**config.mk**
```make
export PLATFORM = sky130hd
export DESIGN_NAME = uart_tx_ctrl
export DESIGN_NICKNAME = d
export VERILOG_FILES = /design/src/rtl/uart_tx_ctrl_pkg.sv /design/src/rtl/uart_bps_tick.sv /design/src/rtl/uart_tx_ctrl.sv
export SDC_FILE = /design/constraint.sdc
export NUM_CORES = 1
export LEC_CHECK = 0
export CAP_MARGIN = 15
export CORE_UTILIZATION = 25
export CTS_BUF_LIST = sky130_fd_sc_hd__clkbuf_16
export CTS_CLUSTER_DIAMETER = 150
export DETAILED_ROUTE_END_ITERATION = 12
export SYNTH_ARGS = -nofsm -noshare
export SYNTH_HDL_FRONTEND = slang
export SYNTH_SLANG_ARGS = --single-unit
```
**constraint.sdc**
```tcl
create_clock -name clk -period 7.2 [get_ports clk]
set_clock_uncertainty 0.2 [all_clocks]
set_input_delay 1.08 -clock clk [delete_from_list [all_inputs] [get_ports clk]]
set_output_delay 1.08 -clock clk [all_outputs]
set_load 0.005 [all_outputs]
```
**src/rtl/uart_tx_ctrl_pkg.sv**
```systemverilog
// Shared constants for the UART transmit path: baud divisors, rate-select codes,
// FSM state encoding and the rate-select to divisor lookup.
package uart_tx_ctrl_pkg;

   localparam logic [15:0] BPS_9600   = 16'd5207;
   localparam logic [15:0] BPS_19200  = 16'd2603;
   localparam logic [15:0] BPS_38400  = 16'd1301;
   localparam logic [15:0] BPS_57600  = 16'd867;
   localparam logic [15:0] BPS_115200 = 16'd433;

   localparam logic [2:0] SEL_9600   = 3'd0;
   localparam logic [2:0] SEL_19200  = 3'd1;
   localparam logic [2:0] SEL_38400  = 3'd2;
   localparam logic [2:0] SEL_57600  = 3'd3;
   localparam logic [2:0] SEL_115200 = 3'd4;

   typedef enum logic [2:0] {
      ST_IDLE  = 3'd0,
      ST_START = 3'd1,
      ST_DATA  = 3'd2,
      ST_STOP  = 3'd3,
      ST_HOLD  = 3'd4
   } tx_state_t;

   // Unused select codes fall back to the slowest rate.
   function automatic logic [15:0] baud_div(input logic [2:0] sel);
      logic [15:0] div_s;
      case (sel)
         SEL_9600:   div_s = BPS_9600;
         SEL_19200:  div_s = BPS_19200;
         SEL_38400:  div_s = BPS_38400;
         SEL_57600:  div_s = BPS_57600;
         SEL_115200: div_s = BPS_115200;
         default:    div_s = BPS_9600;
      endcase
      return div_s;
   endfunction

endpackage

```
**src/rtl/uart_bps_tick.sv**
```systemverilog
// Baud tick generator: counts 0..div while enabled and emits a one-cycle tick
// at the middle of each period. Shared between the TX and RX controllers.
module uart_bps_tick #(
   parameter int DIV_W = 13
) (
   input  logic             clk,
   input  logic             rst_n,
   input  logic             bps_en,
   input  logic [DIV_W-1:0] div,
   output logic             tick
);

   logic [DIV_W-1:0] cnt_r;
   logic [DIV_W-1:0] half_s;

   assign half_s = div >> 1;

   // Period counter, held at zero while disabled.
   always_ff @(posedge clk or negedge rst_n) begin
      if (!rst_n) begin
         cnt_r <= '0;
      end else if (!bps_en || (cnt_r == div)) begin
         cnt_r <= '0;
      end else begin
         cnt_r <= cnt_r + DIV_W'(1);
      end
   end

   // Mid-period strobe.
   always_ff @(posedge clk or negedge rst_n) begin
      if (!rst_n) begin
         tick <= 1'b0;
      end else begin
         tick <= bps_en && (cnt_r == half_s);
      end
   end

endmodule

```
**src/rtl/uart_tx_ctrl.sv**
```systemverilog
// UART 8N1 transmit controller: byte FIFO behind a valid/ready port, frame FSM
// and per-frame baud divisor latched when a byte leaves the FIFO.
module uart_tx_ctrl
   import uart_tx_ctrl_pkg::*;
#(
   parameter int FIFO_DEPTH = 4,
   parameter int DIV_W      = 13
) (
   input  logic                          clk,
   input  logic                          rst_n,
   input  logic [2:0]                    baud_sel,
   input  logic [7:0]                    tx_data,
   input  logic                          tx_valid,
   output logic                          tx_ready,
   output logic                          txd,
   output logic                          busy,
   output logic [$clog2(FIFO_DEPTH):0]   fifo_cnt
);

   localparam int PTR_W = $clog2(FIFO_DEPTH);
   localparam int CNT_W = PTR_W + 1;
   localparam logic [CNT_W-1:0] FULL_CNT = CNT_W'(FIFO_DEPTH);

   logic [7:0]       mem_r [FIFO_DEPTH];
   logic [PTR_W-1:0] wr_ptr_r;
   logic [PTR_W-1:0] rd_ptr_r;
   logic [CNT_W-1:0] cnt_r;
   tx_state_t        state_r;
   tx_state_t        next_state_s;
   logic [7:0]       shift_r;
   logic [2:0]       bit_idx_r;
   logic [DIV_W-1:0] div_r;
   logic             txd_r;
   logic             busy_r;
   logic             tick_s;
   logic             bps_en_s;
   logic             push_s;
   logic             pop_s;

   assign tx_ready = (cnt_r != FULL_CNT);
   assign push_s   = tx_valid && tx_ready;
   assign pop_s    = (state_r == ST_IDLE) && (cnt_r != CNT_W'(0));
   // Enabling from the next state lets the counter start on the pop edge itself.
   assign bps_en_s = (next_state_s != ST_IDLE);
   assign txd      = txd_r;
   assign busy     = busy_r;
   assign fifo_cnt = cnt_r;

   uart_bps_tick #(.DIV_W(DIV_W)) u_bps_tick (
      .clk    (clk),
      .rst_n  (rst_n),
      .bps_en (bps_en_s),
      .div    (div_r),
      .tick   (tick_s)
   );

   // FIFO storage; contents are don't-care outside the occupied window.
   always_ff @(posedge clk) begin
      if (push_s) begin
         mem_r[wr_ptr_r] <= tx_data;
      end
   end

   // FIFO pointers and occupancy; pointers wrap naturally at the power-of-two depth.
   always_ff @(posedge clk or negedge rst_n) begin
      if (!rst_n) begin
         wr_ptr_r <= '0;
         rd_ptr_r <= '0;
         cnt_r    <= '0;
      end else begin
         if (push_s) begin
            wr_ptr_r <= wr_ptr_r + PTR_W'(1);
         end
         if (pop_s) begin
            rd_ptr_r <= rd_ptr_r + PTR_W'(1);
         end
         case ({push_s, pop_s})
            2'b10:   cnt_r <= cnt_r + CNT_W'(1);
            2'b01:   cnt_r <= cnt_r - CNT_W'(1);
            default: cnt_r <= cnt_r;
         endcase
      end
   end

   // State register and busy flag.
   always_ff @(posedge clk or negedge rst_n) begin
      if (!rst_n) begin
         state_r <= ST_IDLE;
         busy_r  <= 1'b0;
      end else begin
         state_r <= next_state_s;
         busy_r  <= (next_state_s != ST_IDLE);
      end
   end

   // Frame sequencing: every bit boundary is a baud tick.
   always_comb begin
      next_state_s = state_r;
      case (state_r)
         ST_IDLE:  if (pop_s) next_state_s = ST_START; else next_state_s = ST_IDLE;
         ST_START: if (tick_s) next_state_s = ST_DATA; else next_state_s = ST_START;
         ST_DATA:  if (tick_s && (bit_idx_r == 3'd7)) next_state_s = ST_STOP;
                   else next_state_s = ST_DATA;
         ST_STOP:  if (tick_s) next_state_s = ST_HOLD; else next_state_s = ST_STOP;
         ST_HOLD:  if (tick_s) next_state_s = ST_IDLE; else next_state_s = ST_HOLD;
         default:  next_state_s = ST_IDLE;
      endcase
   end

   // Serial datapath: load on pop, drive txd on the edge after each tick.
   always_ff @(posedge clk or negedge rst_n) begin
      if (!rst_n) begin
         txd_r     <= 1'b1;
         shift_r   <= 8'h00;
         bit_idx_r <= 3'd0;
         div_r     <= DIV_W'(BPS_9600);
      end else begin
         case (state_r)
            ST_IDLE: begin
               if (pop_s) begin
                  shift_r <= mem_r[rd_ptr_r];
                  div_r   <= DIV_W'(baud_div(baud_sel));
               end
            end
            ST_START: begin
               if (tick_s) begin
                  txd_r     <= 1'b0;
                  bit_idx_r <= 3'd0;
               end
            end
            ST_DATA: begin
               if (tick_s) begin
                  txd_r     <= shift_r[0];
                  shift_r   <= {1'b0, shift_r[7:1]};
                  bit_idx_r <= bit_idx_r + 3'd1;
               end
            end
            ST_STOP: begin
               if (tick_s) begin
                  txd_r <= 1'b1;
               end
            end
            default: begin
               txd_r <= txd_r;
            end
         endcase
      end
   end

endmodule

```
==> impl_summary.txt <==
----------------------------------------------------
[Floorplanning]
  Initial Util ... 25.9%
  Die area ... 15,700 um2
  Core box area ... 14,700 um2
  Y dimension of the die ... 125 um
  Count of standard-cell rows ... 44
  Number of ports placed on the die boundary ... 20
  Die boundary width ... 125 um

[Cells and area]
  Core Util, Final ... 29.8%
  Layout cells sized above 1 ... 13.6%
  Final cell area excluding filler cells ... 4380 um2
  Post-Layout Cell Count ... 514
  Net count reported at finish ... 348
  Commonest non-fill, non-tap cell in the layout ... sky130_fd_sc_hd__dfrtp_1
  Antenna cell count ... 0
  Fill cell instance count of the final layout ... 1,444
  Relative area change from synthesis to final layout ... 15.2%
  Commonest non-fill, non-tap cells in the layout ... sky130_fd_sc_hd__dfrtp_1, sky130_fd_sc_hd__nand2_1, sky130_fd_sc_hd__edfxtp_1, sky130_fd_sc_hd__xnor2_1, sky130_fd_sc_hd__nor2_1

[Setup path]
  Crit path launch type ... flip-flop
  Arrival time reported for the critical path endpoint ... 2.98 ns
  Nature of the critical path endpoint ... flip-flop
  CP top delay family ... simple AND/OR/NAND/NOR gates
  Peak fanout along the critical path ... 16
  Slowest-stage cell, CP ... sky130_fd_sc_hd__dfrtp_1
  Buffers and inverters on the worst path ... 2
  Endpoint required time on the critical path ... 7.26 ns
  Maximum cell stage delay along the critical path ... 0.53 ns
  Chain of cells forming the critical path ... or3_1 > or2_1 > inv_8 > ha_1 > inv_1 > fa_1 > xor2_1 > nor2_1 > xor2_1
  Type of the worst setup path ... reg2reg
  Most Frequent Cell on Critical Path ... sky130_fd_sc_hd__xor2_1
  Slack of the worst reg-to-reg path ... 4.28 ns

[Power and ir drop]
  Leakage component of the power ... 1.68 nW
  Post-layout total power ... 1.59 mW
  Clock power share ... 25.2%
  Sequential power share ... 47.7%
  Pwr dens ... 363 nW/um2
  Maximum vdd ir drop ... 164 uV
  Sw Share ... 32.6%
  Psw ... 519 uW
  Comb power frac ... 27.2%
  Internal power ... 1.07 mW

[STA]
  RSZ-0062 raised after global routing ... false
  Hold WS ... 0.282 ns
  Transition time at the pin with the least slew margin ... 1.05 ns
  Final critical delay including setup and external delays ... 2.92 ns
  Maximum clock rate ... 343 MHz
  Slew Limit Headroom ... 30.1%
  Fin worst setup slack ... 4.28 ns
  Sum of negative setup slack ... 0 ns
  Hold violation total from the final report ... 0
  Total of endpoints with negative setup slack in the final report ... 0
  Tcrit/Tclk final ... 40.5%
  Total count of max-transition violations in the final report ... 0

[Clocking]
  Buffer depth of the longest clock path ... 2
  Clk Latency, worst-skew pair ... 0.33 ns
  Number of buffers inserted for hold repair after clock tree synthesis ... 0
  Worst-path clk slew ... 0.06 ns
  CTS tree ... done
  CTS Root Cell ... sky130_fd_sc_hd__clkbuf_16
  Inserted Clock Buffers ... 9
  Total number of H-tree levels ... 3
  Clock sink count ... 79
  Post-CTS setup buffers ... 0
  Number of resized instances in the post-cts repair step ... 0

[Routing]
  First drt pass iteration count ... 6
  Number of DRC violations after detailed routing ... 0
  DRT Wirelength ... 6940 um
  Ratio of routed vias to standard cells ... 4.52
  Drt wl/cell ... 13.5 um
  Routed Antenna Nets ... 0
  DR vias ... 2,325
  Violation count after the first detailed-routing iteration ... 100

[GRT]
  Total congestion overflow after global routing ... 0
  Overall track demand over capacity in global routing ... 10.1%
  Largest net degree at the start of global routing ... 48
  Number of antenna violations at the first check in global routing ... 0
  First-pass GRT wire length ... 12,300 um
  Vias in the first global route ... 2,523

[Yosys]
  Count of flip-flops with a built-in enable after synthesis ... 32
  Synthesized net count ... 334
  Instance count of the mapped netlist ... 311
  Sequential area share after synthesis ... 56.4%
  Share of the synthesized area in the top cell type ... 27.0%
  Synth Flop Type ... sky130_fd_sc_hd__dfrtp_1
  Post-synthesis cell type count ... 46
  Top cell type by total area after synthesis ... sky130_fd_sc_hd__dfrtp_1
  Dominant cells by area after synthesis ... sky130_fd_sc_hd__dfrtp_1, sky130_fd_sc_hd__edfxtp_1, sky130_fd_sc_hd__xnor2_1, sky130_fd_sc_hd__mux4_2, sky130_fd_sc_hd__dfstp_2
  Number of synthesized register bits ... 79
  Warnings, synthesis ... 0
  Syn Area/Cell ... 12.2 um2
  Post-synthesis instance area ... 3800 um2
  Asr flop ratio synth ... 59.5%

[Placed design]
  Placement-stage cell area ... 4120 um2
  Worst setup slack before clock tree synthesis ... 4.08 ns
  Total half-perimeter wirelength after legalization and detailed placement ... 4750 um
  Cell total after placement ... 498
  Port bufs ... 19
  Routability congestion estimate from global placement ... 0.775

[Flow run]
  Count of maximum capacitance violations ... 0

[Worst hold path]
  Min-Delay Path Class ... reg2reg

[Outcome]
  Status ... completed

----------------------------------------------------
## per-layer routing
| layer | share of wire, % | global-route usage, % | up-vias |
|---|---|---|---|
| met5 | 0 | 0 | - |
| met4 | 2.7 | 5.88 | 0 |
| met3 | 2.4 | 2.40 | 14 |
| met2 | 47 | 15.9 | 26 |
| met1 | 48 | 12.5 | 1159 |
| li1 | - | - | 1126 |
## cell usage after synthesis, types with 2 or more instances
cell	number
sky130_fd_sc_hd__inv_1	11
sky130_fd_sc_hd__nand2_1	36
sky130_fd_sc_hd__nor2_1	19
sky130_fd_sc_hd__nand3_1	11
sky130_fd_sc_hd__buf_4	2
sky130_fd_sc_hd__o211ai_1	2
sky130_fd_sc_hd__a2111oi_4	2
sky130_fd_sc_hd__xnor2_1	24
sky130_fd_sc_hd__o21ai_0	12
sky130_fd_sc_hd__a31oi_1	8
sky130_fd_sc_hd__mux4_2	8
sky130_fd_sc_hd__nor4_1	2
sky130_fd_sc_hd__or3_1	3
sky130_fd_sc_hd__nor3_2	7
sky130_fd_sc_hd__edfxtp_1	32
sky130_fd_sc_hd__a21o_1	2
sky130_fd_sc_hd__and3_1	8
sky130_fd_sc_hd__xor2_1	12
sky130_fd_sc_hd__dfrtp_1	41
sky130_fd_sc_hd__dfstp_2	6
sky130_fd_sc_hd__ha_1	8
sky130_fd_sc_hd__clkbuf_1	6
sky130_fd_sc_hd__nand4_1	4
sky130_fd_sc_hd__nand2b_1	4
sky130_fd_sc_hd__buf_2	5
sky130_fd_sc_hd__buf_6	4
sky130_fd_sc_hd__nor3_1	11
sky130_fd_sc_hd__a22o_1	3
## worst reg2reg max path, stage by stage, from the launching register on
cell and delay [ns]:
sky130_fd_sc_hd__dfrtp_1 0.53, sky130_fd_sc_hd__or3_1 0.42, sky130_fd_sc_hd__or2_1 0.46, sky130_fd_sc_hd__inv_8 0.19
sky130_fd_sc_hd__ha_1 0.20, sky130_fd_sc_hd__inv_1 0.06, sky130_fd_sc_hd__fa_1 0.37, sky130_fd_sc_hd__xor2_1 0.15
sky130_fd_sc_hd__nor2_1 0.11, sky130_fd_sc_hd__xor2_1 0.14
## area by class of cell
| type | count | area (um2) | area share, % |
|---|---|---|---|
| inverter | 12 | 52.6 | 1.20 |
| multi-input combinational | 203 | 1500 | 34.2 |
| clock inverter | 7 | 37.5 | 0.857 |
| tap | 184 | 230 | 5.25 |
| clock buffer | 9 | 225 | 5.14 |
| timing repair buffer | 20 | 193 | 4.40 |
| sequential | 79 | 2140 | 48.9 |
## power by group through the flow
stage               clock network [mW]  registers (mW)  logic (mW)
global route                     0.432           0.783       0.492
floorplan                            0           0.693       0.386
finish                           0.400           0.758       0.432
detailed placement                   0           0.770       0.438
CTS                              0.411           0.762       0.440
global placement                     0           0.763       0.421
## registers in the layout, indices dropped and copies added (netlist names), 2 cells and up
register and cells:
fifo_cnt 3, shift_r 8, state_r 3, div_r 10, rd_ptr_r 2, mem_r 32, u_bps_tick.cnt_r 13, bit_idx_r 3
wr_ptr_r 2
## cell families after synthesis
| kind of cell | share of synthesized area (%) |
|---|---|
| and+or+nand+nor | 15.6 |
| DFF | 56.4 |
| adders and majority gates | 3.16 |
| buffers and inverters | 4.21 |
| muxes | 5.30 |
| xor gates and xnor gates | 8.29 |
| AOI/OAI and AO/OA | 7.04 |
## path summary, 6_finish.rpt
check	from	endpoint	depth (start not counted)
worst max-delay path	state_r[0]$_DFF_PN0_	fifo_cnt[2]$_DFFE_PN0P_	9
worst min-delay path	div_r[6]$_DFFE_PN1P_	div_r[6]$_DFFE_PN1P_	2
worst max register to register	state_r[0]$_DFF_PN0_	fifo_cnt[2]$_DFFE_PN0P_	9
worst min register to register	div_r[6]$_DFFE_PN1P_	div_r[6]$_DFFE_PN1P_	2
max in group asynchronous	rst_n	wr_ptr_r[0]$_DFFE_PN0P_	2
min in group asynchronous	rst_n	busy$_DFF_PN0_	2
No activity file was read; power rests on OpenSTA's default activity.
